File: src/rtl/mac_dot_sequencer_if.sv
// Bundle between the dot-product job sequencer and its surroundings:
// host buffer-write/start port, the drive into the pipelined MAC, the
// MAC result return and the result valid/ready handshake.
// The sequencer uses the slave modport. The host/MAC side uses the master modport.
interface mac_dot_sequencer_if #(
    parameter int DATA_WIDTH = 16,
    parameter int ACC_WIDTH  = 32,
    parameter int DEPTH      = 16
);
    logic                          wr_en;
    logic [$clog2(DEPTH)-1:0]      wr_addr;
    logic signed [DATA_WIDTH-1:0]  wr_a;
    logic signed [DATA_WIDTH-1:0]  wr_b;
    logic                          start;
    logic [$clog2(DEPTH):0]        len;
    logic                          busy;
    logic                          wr_err;
    logic signed [DATA_WIDTH-1:0]  mac_multiplier;
    logic signed [DATA_WIDTH-1:0]  mac_multiplicand;
    logic                          mac_valid;
    logic                          mac_clear;
    logic signed [ACC_WIDTH-1:0]   mac_result;
    logic signed [ACC_WIDTH-1:0]   res_data;
    logic                          res_valid;
    logic                          res_ready;
    logic [15:0]                   job_cnt;

    modport slave (
        input  wr_en, wr_addr, wr_a, wr_b, start, len, mac_result, res_ready,
        output busy, wr_err, mac_multiplier, mac_multiplicand, mac_valid,
               mac_clear, res_data, res_valid, job_cnt
    );

    modport master (
        output wr_en, wr_addr, wr_a, wr_b, start, len, mac_result, res_ready,
        input  busy, wr_err, mac_multiplier, mac_multiplicand, mac_valid,
               mac_clear, res_data, res_valid, job_cnt
    );
endinterface

File: src/rtl/mac_dot_sequencer.sv
// Dot-product job sequencer feeding the 2-register pipelined MAC.
// The host loads operand pairs into a local buffer. On start, the block issues one
// clear beat, then len operand beats, then one flush beat. It waits for
// the MAC pipeline to drain, captures mac_result and presents it on a
// valid/ready handshake.
// Optional build macro SEQ_JOB_COUNTER_EN adds a saturating count of
// completed jobs on job_cnt. Without the macro, job_cnt is tied to zero.
module mac_dot_sequencer #(
    parameter int DATA_WIDTH   = 16,
    parameter int ACC_WIDTH    = 32,
    parameter int DEPTH        = 16,
    parameter int DRAIN_CYCLES = 2
) (
    input logic                clk,
    input logic                reset,
    mac_dot_sequencer_if.slave bus
);
    localparam int AW = $clog2(DEPTH);
    localparam int LW = AW + 1;
    localparam int DW = (DRAIN_CYCLES > 1) ? $clog2(DRAIN_CYCLES) : 1;

    typedef enum logic [2:0] {
        S_IDLE, S_CLR, S_STREAM, S_FLUSH, S_DRAIN, S_RESP
    } state_t;

    state_t                       state_q, state_nxt;
    logic [LW-1:0]                len_q;
    logic [LW-1:0]                idx_q, idx_nxt;
    logic [DW-1:0]                drn_q, drn_nxt;
    logic [2*DATA_WIDTH-1:0]      mem [DEPTH];

    // next-cycle drive values (p0) and their registered copies on the outputs (p1)
    logic                         vld_p0, vld_p1;
    logic                         clr_p0, clr_p1;
    logic signed [DATA_WIDTH-1:0] op_a_p0, op_a_p1;
    logic signed [DATA_WIDTH-1:0] op_b_p0, op_b_p1;
    logic                         busy_p0, busy_p1;
    logic                         resv_p0, resv_p1;
    logic signed [ACC_WIDTH-1:0]  res_data_q;
    logic                         wr_err_q;

    logic accept;
    logic hs;

    // Job length never exceeds the buffer; larger requests stream the whole buffer.
    function automatic logic [LW-1:0] sat_len(input logic [LW-1:0] l);
        return (l > LW'(DEPTH)) ? LW'(DEPTH) : l;
    endfunction

    assign accept = (state_q == S_IDLE) && bus.start;
    assign hs     = resv_p1 && bus.res_ready;

    // State register.
    always_ff @(posedge clk or posedge reset) begin
        if (reset) state_q <= S_IDLE;
        else       state_q <= state_nxt;
    end

    // Next-state logic, including the stream index and drain counter successors.
    always_comb begin
        state_nxt = state_q;
        idx_nxt   = '0;
        drn_nxt   = '0;
        case (state_q)
            S_IDLE:   if (bus.start) state_nxt = S_CLR;
            S_CLR:    state_nxt = (len_q != '0) ? S_STREAM : S_FLUSH;
            S_STREAM: begin
                if (idx_q == len_q - LW'(1)) state_nxt = S_FLUSH;
                else                         idx_nxt   = idx_q + LW'(1);
            end
            S_FLUSH:  state_nxt = S_DRAIN;
            S_DRAIN: begin
                if (drn_q == DW'(DRAIN_CYCLES - 1)) state_nxt = S_RESP;
                else                                drn_nxt   = drn_q + DW'(1);
            end
            S_RESP:   if (hs) state_nxt = S_IDLE;
            default:  state_nxt = S_IDLE;
        endcase
    end

    // Output decode from the next state so every output leaves a register.
    always_comb begin
        vld_p0  = 1'b0;
        clr_p0  = 1'b0;
        op_a_p0 = '0;
        op_b_p0 = '0;
        busy_p0 = (state_nxt != S_IDLE);
        resv_p0 = (state_nxt == S_RESP);
        case (state_nxt)
            S_CLR: begin
                vld_p0 = 1'b1;
                clr_p0 = 1'b1;
            end
            S_STREAM: begin
                vld_p0             = 1'b1;
                {op_a_p0, op_b_p0} = mem[idx_nxt[AW-1:0]];
            end
            S_FLUSH:  vld_p0 = 1'b1;
            default:  ;
        endcase
    end

    // ---- output register stage (p0 -> p1) ----
    // Registered outputs; reset drops the MAC drive immediately.
    always_ff @(posedge clk or posedge reset) begin
        if (reset) begin
            vld_p1  <= 1'b0;
            clr_p1  <= 1'b0;
            op_a_p1 <= '0;
            op_b_p1 <= '0;
            busy_p1 <= 1'b0;
            resv_p1 <= 1'b0;
        end else begin
            vld_p1  <= vld_p0;
            clr_p1  <= clr_p0;
            op_a_p1 <= op_a_p0;
            op_b_p1 <= op_b_p0;
            busy_p1 <= busy_p0;
            resv_p1 <= resv_p0;
        end
    end

    // Job control: latched length, stream index, drain count.
    always_ff @(posedge clk or posedge reset) begin
        if (reset) begin
            len_q <= '0;
            idx_q <= '0;
            drn_q <= '0;
        end else begin
            if (accept) len_q <= sat_len(bus.len);
            idx_q <= idx_nxt;
            drn_q <= drn_nxt;
        end
    end

    // Capture the MAC result on the last drain cycle and hold it through RESP.
    always_ff @(posedge clk or posedge reset) begin
        if (reset)                                          res_data_q <= '0;
        else if (state_q == S_DRAIN && state_nxt == S_RESP) res_data_q <= bus.mac_result;
    end

    // Sticky error for writes attempted while a job owns the buffer.
    always_ff @(posedge clk or posedge reset) begin
        if (reset)                         wr_err_q <= 1'b0;
        else if (accept)                   wr_err_q <= 1'b0;
        else if (bus.wr_en && busy_p1)     wr_err_q <= 1'b1;
    end

    // Operand-pair buffer; no reset on the array.
    always_ff @(posedge clk) begin
        if (bus.wr_en && !busy_p1) mem[bus.wr_addr] <= {bus.wr_a, bus.wr_b};
    end

`ifdef SEQ_JOB_COUNTER_EN
    logic [15:0] job_cnt_q;

    // Saturating count of completed result handshakes.
    always_ff @(posedge clk or posedge reset) begin
        if (reset)                          job_cnt_q <= '0;
        else if (hs && job_cnt_q != 16'hFFFF) job_cnt_q <= job_cnt_q + 16'd1;
    end

    assign bus.job_cnt = job_cnt_q;
`else
    assign bus.job_cnt = 16'h0000;
`endif

    assign bus.busy             = busy_p1;
    assign bus.wr_err           = wr_err_q;
    assign bus.mac_multiplier   = op_a_p1;
    assign bus.mac_multiplicand = op_b_p1;
    assign bus.mac_valid        = vld_p1;
    assign bus.mac_clear        = clr_p1;
    assign bus.res_data         = res_data_q;
    assign bus.res_valid        = resv_p1;
endmodule

File: src/flat_wrapper.sv
// flat-port wrapper written by rule: the top's interface ports become plain ports
module mac_dot_sequencer_flat 
#(
    parameter int DATA_WIDTH   = 16,
    parameter int ACC_WIDTH    = 32,
    parameter int DEPTH        = 16,
    parameter int DRAIN_CYCLES = 2
)
  (clk, reset, bus_wr_en, bus_wr_addr, bus_wr_a, bus_wr_b, bus_start, bus_len, bus_mac_result, bus_res_ready, bus_busy, bus_wr_err, bus_mac_multiplier, bus_mac_multiplicand, bus_mac_valid, bus_mac_clear, bus_res_data, bus_res_valid, bus_job_cnt);
  mac_dot_sequencer_if #(.DATA_WIDTH(DATA_WIDTH), .ACC_WIDTH(ACC_WIDTH), .DEPTH(DEPTH)) bus_i ();
  input logic clk;
  input logic reset;
  input wire logic [$bits(bus_i.wr_en)-1:0] bus_wr_en;
  input wire logic [$bits(bus_i.wr_addr)-1:0] bus_wr_addr;
  input wire logic [$bits(bus_i.wr_a)-1:0] bus_wr_a;
  input wire logic [$bits(bus_i.wr_b)-1:0] bus_wr_b;
  input wire logic [$bits(bus_i.start)-1:0] bus_start;
  input wire logic [$bits(bus_i.len)-1:0] bus_len;
  input wire logic [$bits(bus_i.mac_result)-1:0] bus_mac_result;
  input wire logic [$bits(bus_i.res_ready)-1:0] bus_res_ready;
  output wire logic [$bits(bus_i.busy)-1:0] bus_busy;
  output wire logic [$bits(bus_i.wr_err)-1:0] bus_wr_err;
  output wire logic [$bits(bus_i.mac_multiplier)-1:0] bus_mac_multiplier;
  output wire logic [$bits(bus_i.mac_multiplicand)-1:0] bus_mac_multiplicand;
  output wire logic [$bits(bus_i.mac_valid)-1:0] bus_mac_valid;
  output wire logic [$bits(bus_i.mac_clear)-1:0] bus_mac_clear;
  output wire logic [$bits(bus_i.res_data)-1:0] bus_res_data;
  output wire logic [$bits(bus_i.res_valid)-1:0] bus_res_valid;
  output wire logic [$bits(bus_i.job_cnt)-1:0] bus_job_cnt;
  assign bus_i.wr_en = bus_wr_en;
  assign bus_i.wr_addr = bus_wr_addr;
  assign bus_i.wr_a = bus_wr_a;
  assign bus_i.wr_b = bus_wr_b;
  assign bus_i.start = bus_start;
  assign bus_i.len = bus_len;
  assign bus_i.mac_result = bus_mac_result;
  assign bus_i.res_ready = bus_res_ready;
  assign bus_busy = bus_i.busy;
  assign bus_wr_err = bus_i.wr_err;
  assign bus_mac_multiplier = bus_i.mac_multiplier;
  assign bus_mac_multiplicand = bus_i.mac_multiplicand;
  assign bus_mac_valid = bus_i.mac_valid;
  assign bus_mac_clear = bus_i.mac_clear;
  assign bus_res_data = bus_i.res_data;
  assign bus_res_valid = bus_i.res_valid;
  assign bus_job_cnt = bus_i.job_cnt;
  mac_dot_sequencer #(.DATA_WIDTH(DATA_WIDTH), .ACC_WIDTH(ACC_WIDTH), .DEPTH(DEPTH), .DRAIN_CYCLES(DRAIN_CYCLES)) u_core (.clk(clk), .reset(reset), .bus(bus_i));
endmodule
File: config.mk
export PLATFORM = sky130hd
export DESIGN_NAME = mac_dot_sequencer_flat
export DESIGN_NICKNAME = d
export VERILOG_FILES = /design/src/rtl/mac_dot_sequencer_if.sv /design/src/rtl/mac_dot_sequencer.sv /design/src/flat_wrapper.sv
export SDC_FILE = /design/constraint.sdc
export NUM_CORES = 1
export LEC_CHECK = 0
export BUFFER_PORTS_ARGS = -buffer_cell sky130_fd_sc_hd__clkbuf_2
export CORE_UTILIZATION = 36
export CTS_CLUSTER_SIZE = 28
export DETAILED_ROUTE_END_ITERATION = 7
export PLACE_DENSITY = 0.51
export SLEW_MARGIN = 20
export SYNTH_ARGS = -nofsm -noshare
export SYNTH_HDL_FRONTEND = slang
export SYNTH_SLANG_ARGS = --single-unit
File: constraint.sdc
create_clock -name clk -period 9.4 [get_ports clk]
set_clock_uncertainty 0.05 [all_clocks]
set_input_delay 2.82 -clock clk [delete_from_list [all_inputs] [get_ports clk]]
set_output_delay 2.82 -clock clk [all_outputs]
set_load 0.02 [all_outputs]
## Word level (Yosys, flattened, before mapping)

Memories as Yosys holds them, arrays and structs flattened.
Index checks and enable logic that the tools add are counted.
Widths: inputs -> output; s select.

| cells by class | value |
|---|---|
| add/subtract/negate cells | 3 |
| $mul | 0 |
| divide/modulo/power cells | 0 |
| magnitude comparators | 1 |
| equality and inequality tests | 10 |
| shifts and indexed selects | 0 |
| muxes and demuxes | 19 |
| bitwise logic cells | 0 |
| reductions and logical operators | 11 |

Operator list:

| cell | count |
|---|---|
| $mux 16 | 2 |
| $pmux 3 s6 | 1 |
| $mux 5 | 3 |
| $eq 3x2->1 const B | 4 |
| $mux 3 | 4 |
| $eq 3x3->1 const B | 3 |
| $mux 1 | 9 |
| $eq 3x1->1 const B | 2 |
| $add 5x1->5 const B | 1 |
| $eq 5x5->1 | 1 |
| $gt 5x5->1 const B | 1 |
| $logic_and 1x1->1 | 5 |
| $reduce_bool 5->1 | 1 |
| $sub 5x1->5 const B | 1 |
| $logic_not 3->1 | 1 |
| $reduce_bool 3->1 | 1 |
| $reduce_or 3->1 | 1 |
| $reduce_bool 2->1 | 1 |
| $add 1x1->1 const B | 1 |
| $logic_not 1->1 | 1 |

| word-level totals | value |
|---|---|
| register bits | 83 |
| latch bits | 0 |
| bits in writable memories | 512 |
| ROM bits | 0 |
| input bits | 78 |
| memories kept | 1 |

Memories:

| name | depth | width | rd ports | clocked after memory_dff | wr ports | line | source |
|---|---|---|---|---|---|---|---|
| u_core.mem | 16 | 32 | 1 | 0 | 1 | mac_dot_sequencer.sv:30 | `logic [2*DATA_WIDTH-1:0] mem [DEPTH];` |

## Logic depth before layout (Yosys ltp)

| depth | value |
|---|---|
| depth after elaboration | 7 |
| depth in mapped cells | 12 |

## Worst setup path after synthesis

Ideal clock, no wire load.

| timing path | value |
|---|---|
| path kind | input to register |
| from | in bus_wr_en |
| to | mem u_core.mem[0][0] (netlist name), enable pin |
| setup time | 461 ps |
| arrival | 5463 ps |
| required time | 8889 ps |
| setup slack | 3425 ps |
| cell stages on the path | 3 |
| buffers on the path | 0 |
| cells stage by stage | nand2b_1 or3_1 nor3_1 |

| between the ends | value |
|---|---|
| longest elaborated chain between the ends | 3 |

RTL lines:

| item | line | source |
|---|---|---|
| start: declaration | flat_wrapper.sv:13 | `input wire logic [$bits(bus_i.wr_en)-1:0] bus_wr_en;` |
| $logic_and 1x1->1 | mac_dot_sequencer.sv:151 | `if (bus.wr_en && !busy_p1) mem[bus.wr_addr] <= {bus.wr_a, bus.wr_b};` |
| $mux 1 | mac_dot_sequencer.sv:151 |  |
| $mux 1 (not written as such) | mac_dot_sequencer.sv:151 |  |
| end: declaration | mac_dot_sequencer.sv:30 |  |

Every way passes these cells.

## Final worst setup path

| timing path | value |
|---|---|
| from | reg u_core.idx_q[0] |
| to | reg u_core.op_b_p1[5], in the netlist u_core.bus.mac_multiplicand[5] |

| between the ends | value |
|---|---|
| longest elaborated chain between the ends | 5 |
| elaborated cells on any way between the ends | 9 |

RTL lines:

| item | line | source |
|---|---|---|
| start: declaration | mac_dot_sequencer.sv:28 | `logic [LW-1:0] idx_q, idx_nxt;` |
| start signal: assignment | mac_dot_sequencer.sv:131 | `idx_q <= idx_nxt;` |
| $add 5x1->5 / $eq 5x5->1 (equally long branches) | mac_dot_sequencer.sv:69, mac_dot_sequencer.sv:68 |  |
| $mux 5 * | mac_dot_sequencer.sv:68 | `if (idx_q == len_q - LW'(1)) state_nxt = S_FLUSH;` |
| $mux 5 * | mac_dot_sequencer.sv:64 | `case (state_q)` |
| via u_core.idx_nxt[3] | mac_dot_sequencer.sv:28 |  |
| $mem_v2 16x32 * | n/a |  |
| $mux 16 * | mac_dot_sequencer.sv:89 | `case (state_nxt)` |
| via u_core.op_b_p0[5] | mac_dot_sequencer.sv:36 | `logic signed [DATA_WIDTH-1:0] op_b_p0, op_b_p1;` |
| end signal: assignment | mac_dot_sequencer.sv:117 | `op_b_p1 <= op_b_p0;` |
| end: declaration | mac_dot_sequencer.sv:36 |  |

The timed path passes the listed nets; every way through them passes the cells marked *.
A chain may end at the register's enable or synchronous reset.

==> run_results.csv <==
group,metric,value,unit
outcome,outcome,"completed",
worst_setup_path,crit_path_top_delay_cell,"dfrtp_4",
clock_tree,clock-sinks,595,
synth,async_flop_share,13.9,%
global_routing,grt_max_degree,65,
cells_and_area,area_growth,16.7,%
synth,ys.flop_type,"edfxtp_1",
floorplan,rows,92,
synth,synth_warnings,0,
worst_setup_path,path_common_cell,"buf_4",
worst_setup_path,critical_path_class,"register to register",
global_routing,track_usage,18.0,%
timing,max_clock_freq,221,MHz
synth,synth.avg_cell_area,16.5,µm²
global_routing,grt_first_pass_wirelength,88.7,mm
clock_tree,cts_htree_levels,2,
floorplan,die_area,65600,µm²
worst_setup_path,endpoint_kind,"register",
timing,tightestPinTransition,0.939,ns
placed_design,gp_congestion,0.736,
floorplan,core,63400,µm²
detailed_routing,dr_total_vias,13100,
synth,yosysUniqueCellTypes,51,
timing,setup_viol,0,
pwr,p_comb_share,20.2,%
floorplan,initial_utilization,36.7,%
worst_setup_path,path_buf_inv,4,
detailed_routing,ant_nets,0,
worst_setup_path,crit_chain,"buf_4 > xnor2_1 > a211oi_2 > o311ai_2 > nand2_2 > buf_4 > inv_1 > nand2_1 > buf_4 > o22ai_1 > a32oi_1",
clock_tree,cts-root-buf,"clkbuf_16",
cells_and_area,final_cell_mix,"edfxtp_1 (512), clkbuf_2 (146), mux2i_1 (95), o22ai_1 (94), dfrtp_1 (82)",
cells_and_area,mostFrequentLayoutCell,"edfxtp_1",
floorplan,io_pins,163,
pwr,finalPower,7.19,mW
detailed_routing,drt_wl_total,59.4,mm
worst_setup_path,cp-start-kind,"register",
timing,fin_crit_sh,48.2,%
clock_tree,cts_setup_buffers,0,
placed_design,io_buffer_count,146,
pwr,p_per_area,265,nW/µm²
detailed_routing,dr.first_iter.drc_count,874,
synth,syn_inst,1405,
pwr,vdd_drop_max,0.140,mV
synth,ys_ff_latch,595,
cells_and_area,fillers,5602,
pwr,p_switching,2.10,mW
cells_and_area,drive_above_1_share,23.3,%
global_routing,grt_overflow,0,
detailed_routing,drt_pre_antenna_iters,5,
timing,timing.setup.tns,0,ns
worst_hold_path,hold_path_class,"register to register",
clock_tree,cts_made_buffers,61,
synth,synth.cell_area,23300,µm²
timing,period_minus_slack,4.53,ns
clock_tree,clock_path_buffers,3,
timing,slew_viol_final,0,
pwr,swShare,29.2,%
pwr,clockPowerShare,36.2,%
detailed_routing,drc,0,
timing,relSlewSlack,37.2,%
clock_tree,tritoncts,"yes",
pwr,p_int,5.09,mW
worst_setup_path,critPathRequiredTime,9.89,ns
cells_and_area,diodes,0,
clock_tree,postCtsHoldBufs,0,
clock_tree,path_clk_slew,0.06,ns
global_routing,grt_pass1_vias,13500,
timing,grt_setup_unrepaired,"false",
worst_setup_path,cpPeakStageDelay,0.80,ns
clock_tree,clock_latency,0.65,ns
worst_setup_path,cp_top_family,"buffers and inverters",
synth,synth_edf_count,512,
detailed_routing,wl_per_cell,24.2,µm
synth,ys_seq_area_share,75.1,%
worst_setup_path,critPathArrivalTime,5.02,ns
cells_and_area,finalNetCount,1633,
placed_design,dp_hpwl,32.8,mm
floorplan,die_w,256,µm
detailed_routing,viasPerCell,5.34,
floorplan,fp.dieH,256,µm
global_routing,antenna_found_initial,1,
timing,finalHoldViolCount,0,
worst_setup_path,cp_max_fo,64,
clock_tree,ctsResizeCount,0,
pwr,seq_power_share,43.6,%
pwr,cellLeakagePower,9.00,nW
job,drv_cap,0,
per-stage QoR:
stage               instance area, µm²  cells  utilization (%)  setup slack (ns)  hold slack [ns]
floorplan                        23300   1420                -              3.43            0.376
global placement                 24900   2335             39.3              4.50            0.389
detailed placement               24900   2335             39.3              4.48            0.398
CTS                              27100   2451             42.7              4.89            0.407
global route                     27100   2452             42.8              4.60            0.437
finish                           27100   2452             42.8              4.87            0.405
logic make-up after synthesis:
kind of cell	synth area share [%]
xor+xnor	0.377
other cells	0.0161
compound gates	9.90
buf+inv	2.65
simple gates	4.65
flops	75.1
mux	7.24
fa+ha+maj	0.108
area by class of cell:
class	instances	area, µm²	area share (%)
tap	846	1060	3.90
timing repair buffer	180	998	3.68
sequential	595	17500	64.3
multi-input combinational	709	5400	19.9
clock buffer	85	1720	6.33
inverter	6	25.0	0.0922
clock inverter	31	474	1.75
metal layers:
metal  vias up  share of wire [%]  global-route usage (%)
met1      6718                 43                    23.8
met2       359                 49                    30.3
li1       5919                  -                       -
met3        86                5.0                    2.67
met5         -              0.020                       0
met4         2                2.4                    5.54
power by group through the flow:
stage / combinational [mW] / sequential (mW) / clock [mW]
after floorplan: 0.838 / 3.26 / 0
after global placement: 1.46 / 3.19 / 0
after detailed placement: 1.47 / 3.19 / 0
after CTS: 1.47 / 3.14 / 2.66
after global routing: 1.56 / 3.15 / 2.76
final: 1.45 / 3.13 / 2.60
worst register-to-register path: cells and delay by family (launching register included):
family | cells | cell delay [ns]
buffers and inverters | 4 | 1.86
AND/OR/NAND/NOR | 2 | 0.71
AO/OA/AOI/OAI | 4 | 0.87
flip-flops | 1 | 0.80
XOR/XNOR | 1 | 0.15
worst paths after layout:
path | from | cells after the start | slack (ns) | endpoint
min reg2reg | u_core.drn_q$_DFF_PP0_ | 1 | 0.40 | u_core.drn_q$_DFF_PP0_
min | u_core.drn_q$_DFF_PP0_ | 1 | 0.40 | u_core.drn_q$_DFF_PP0_
max in group asynchronous | reset | 3 | 5.91 | u_core.idx_q[0]$_DFF_PP0_
max reg2reg | u_core.idx_q[0]$_DFF_PP0_ | 11 | 4.87 | u_core.bus.mac_multiplicand[5]$_DFF_PP0_
max | u_core.idx_q[0]$_DFF_PP0_ | 11 | 4.87 | u_core.bus.mac_multiplicand[5]$_DFF_PP0_
min in group asynchronous | reset | 2 | 2.11 | u_core.bus.mac_multiplicand[10]$_DFF_PP0_
state kept, by name (all words and copies together), names as in the netlist:
name and cells:
u_core.idx_q 5, u_core.drn_q 1, u_core.state_q 3, u_core.bus.mac_multiplicand 16
u_core.bus.mac_multiplier 16, u_core.bus.mac_valid 1, u_core.bus.mac_clear 1, u_core.bus.busy 1
u_core.bus.res_valid 1, u_core.bus.res_data 32, u_core.mem 512, u_core.bus.wr_err 1
u_core.len_q 5
cell usage after synthesis, types with 3 or more instances:
| master | count | area (µm²) |
|---|---|---|
| edfxtp_1 | 512 | 15400 |
| mux2i_1 | 95 | 951 |
| o22ai_1 | 94 | 588 |
| dfrtp_1 | 83 | 2080 |
| a21oi_1 | 67 | 335 |
| mux2_2 | 65 | 732 |
| nor2_1 | 61 | 229 |
| clkbuf_1 | 53 | 199 |
| a32oi_1 | 33 | 289 |
| o21ai_0 | 32 | 160 |
| or3b_1 | 32 | 280 |
| o211ai_1 | 31 | 233 |
| o221ai_1 | 31 | 272 |
| o22a_1 | 31 | 272 |
| or4_1 | 31 | 233 |
| buf_4 | 25 | 188 |
| nand2_1 | 20 | 75.1 |
| buf_2 | 16 | 80.1 |
| buf_6 | 9 | 101 |
| nor3_1 | 8 | 40.0 |
| buf_1 | 7 | 26.3 |
| o21ai_1 | 7 | 35.0 |
| nand2b_1 | 6 | 37.5 |
| xor2_1 | 6 | 52.6 |
| inv_1 | 5 | 18.8 |
| nand3_1 | 4 | 20.0 |
| or3_1 | 4 | 25.0 |
| xnor2_1 | 4 | 35.0 |
| a211oi_1 | 3 | 22.5 |
| and3_1 | 3 | 18.8 |
| nand3b_1 | 3 | 22.5 |
Power figures use the tool's default switching activity.
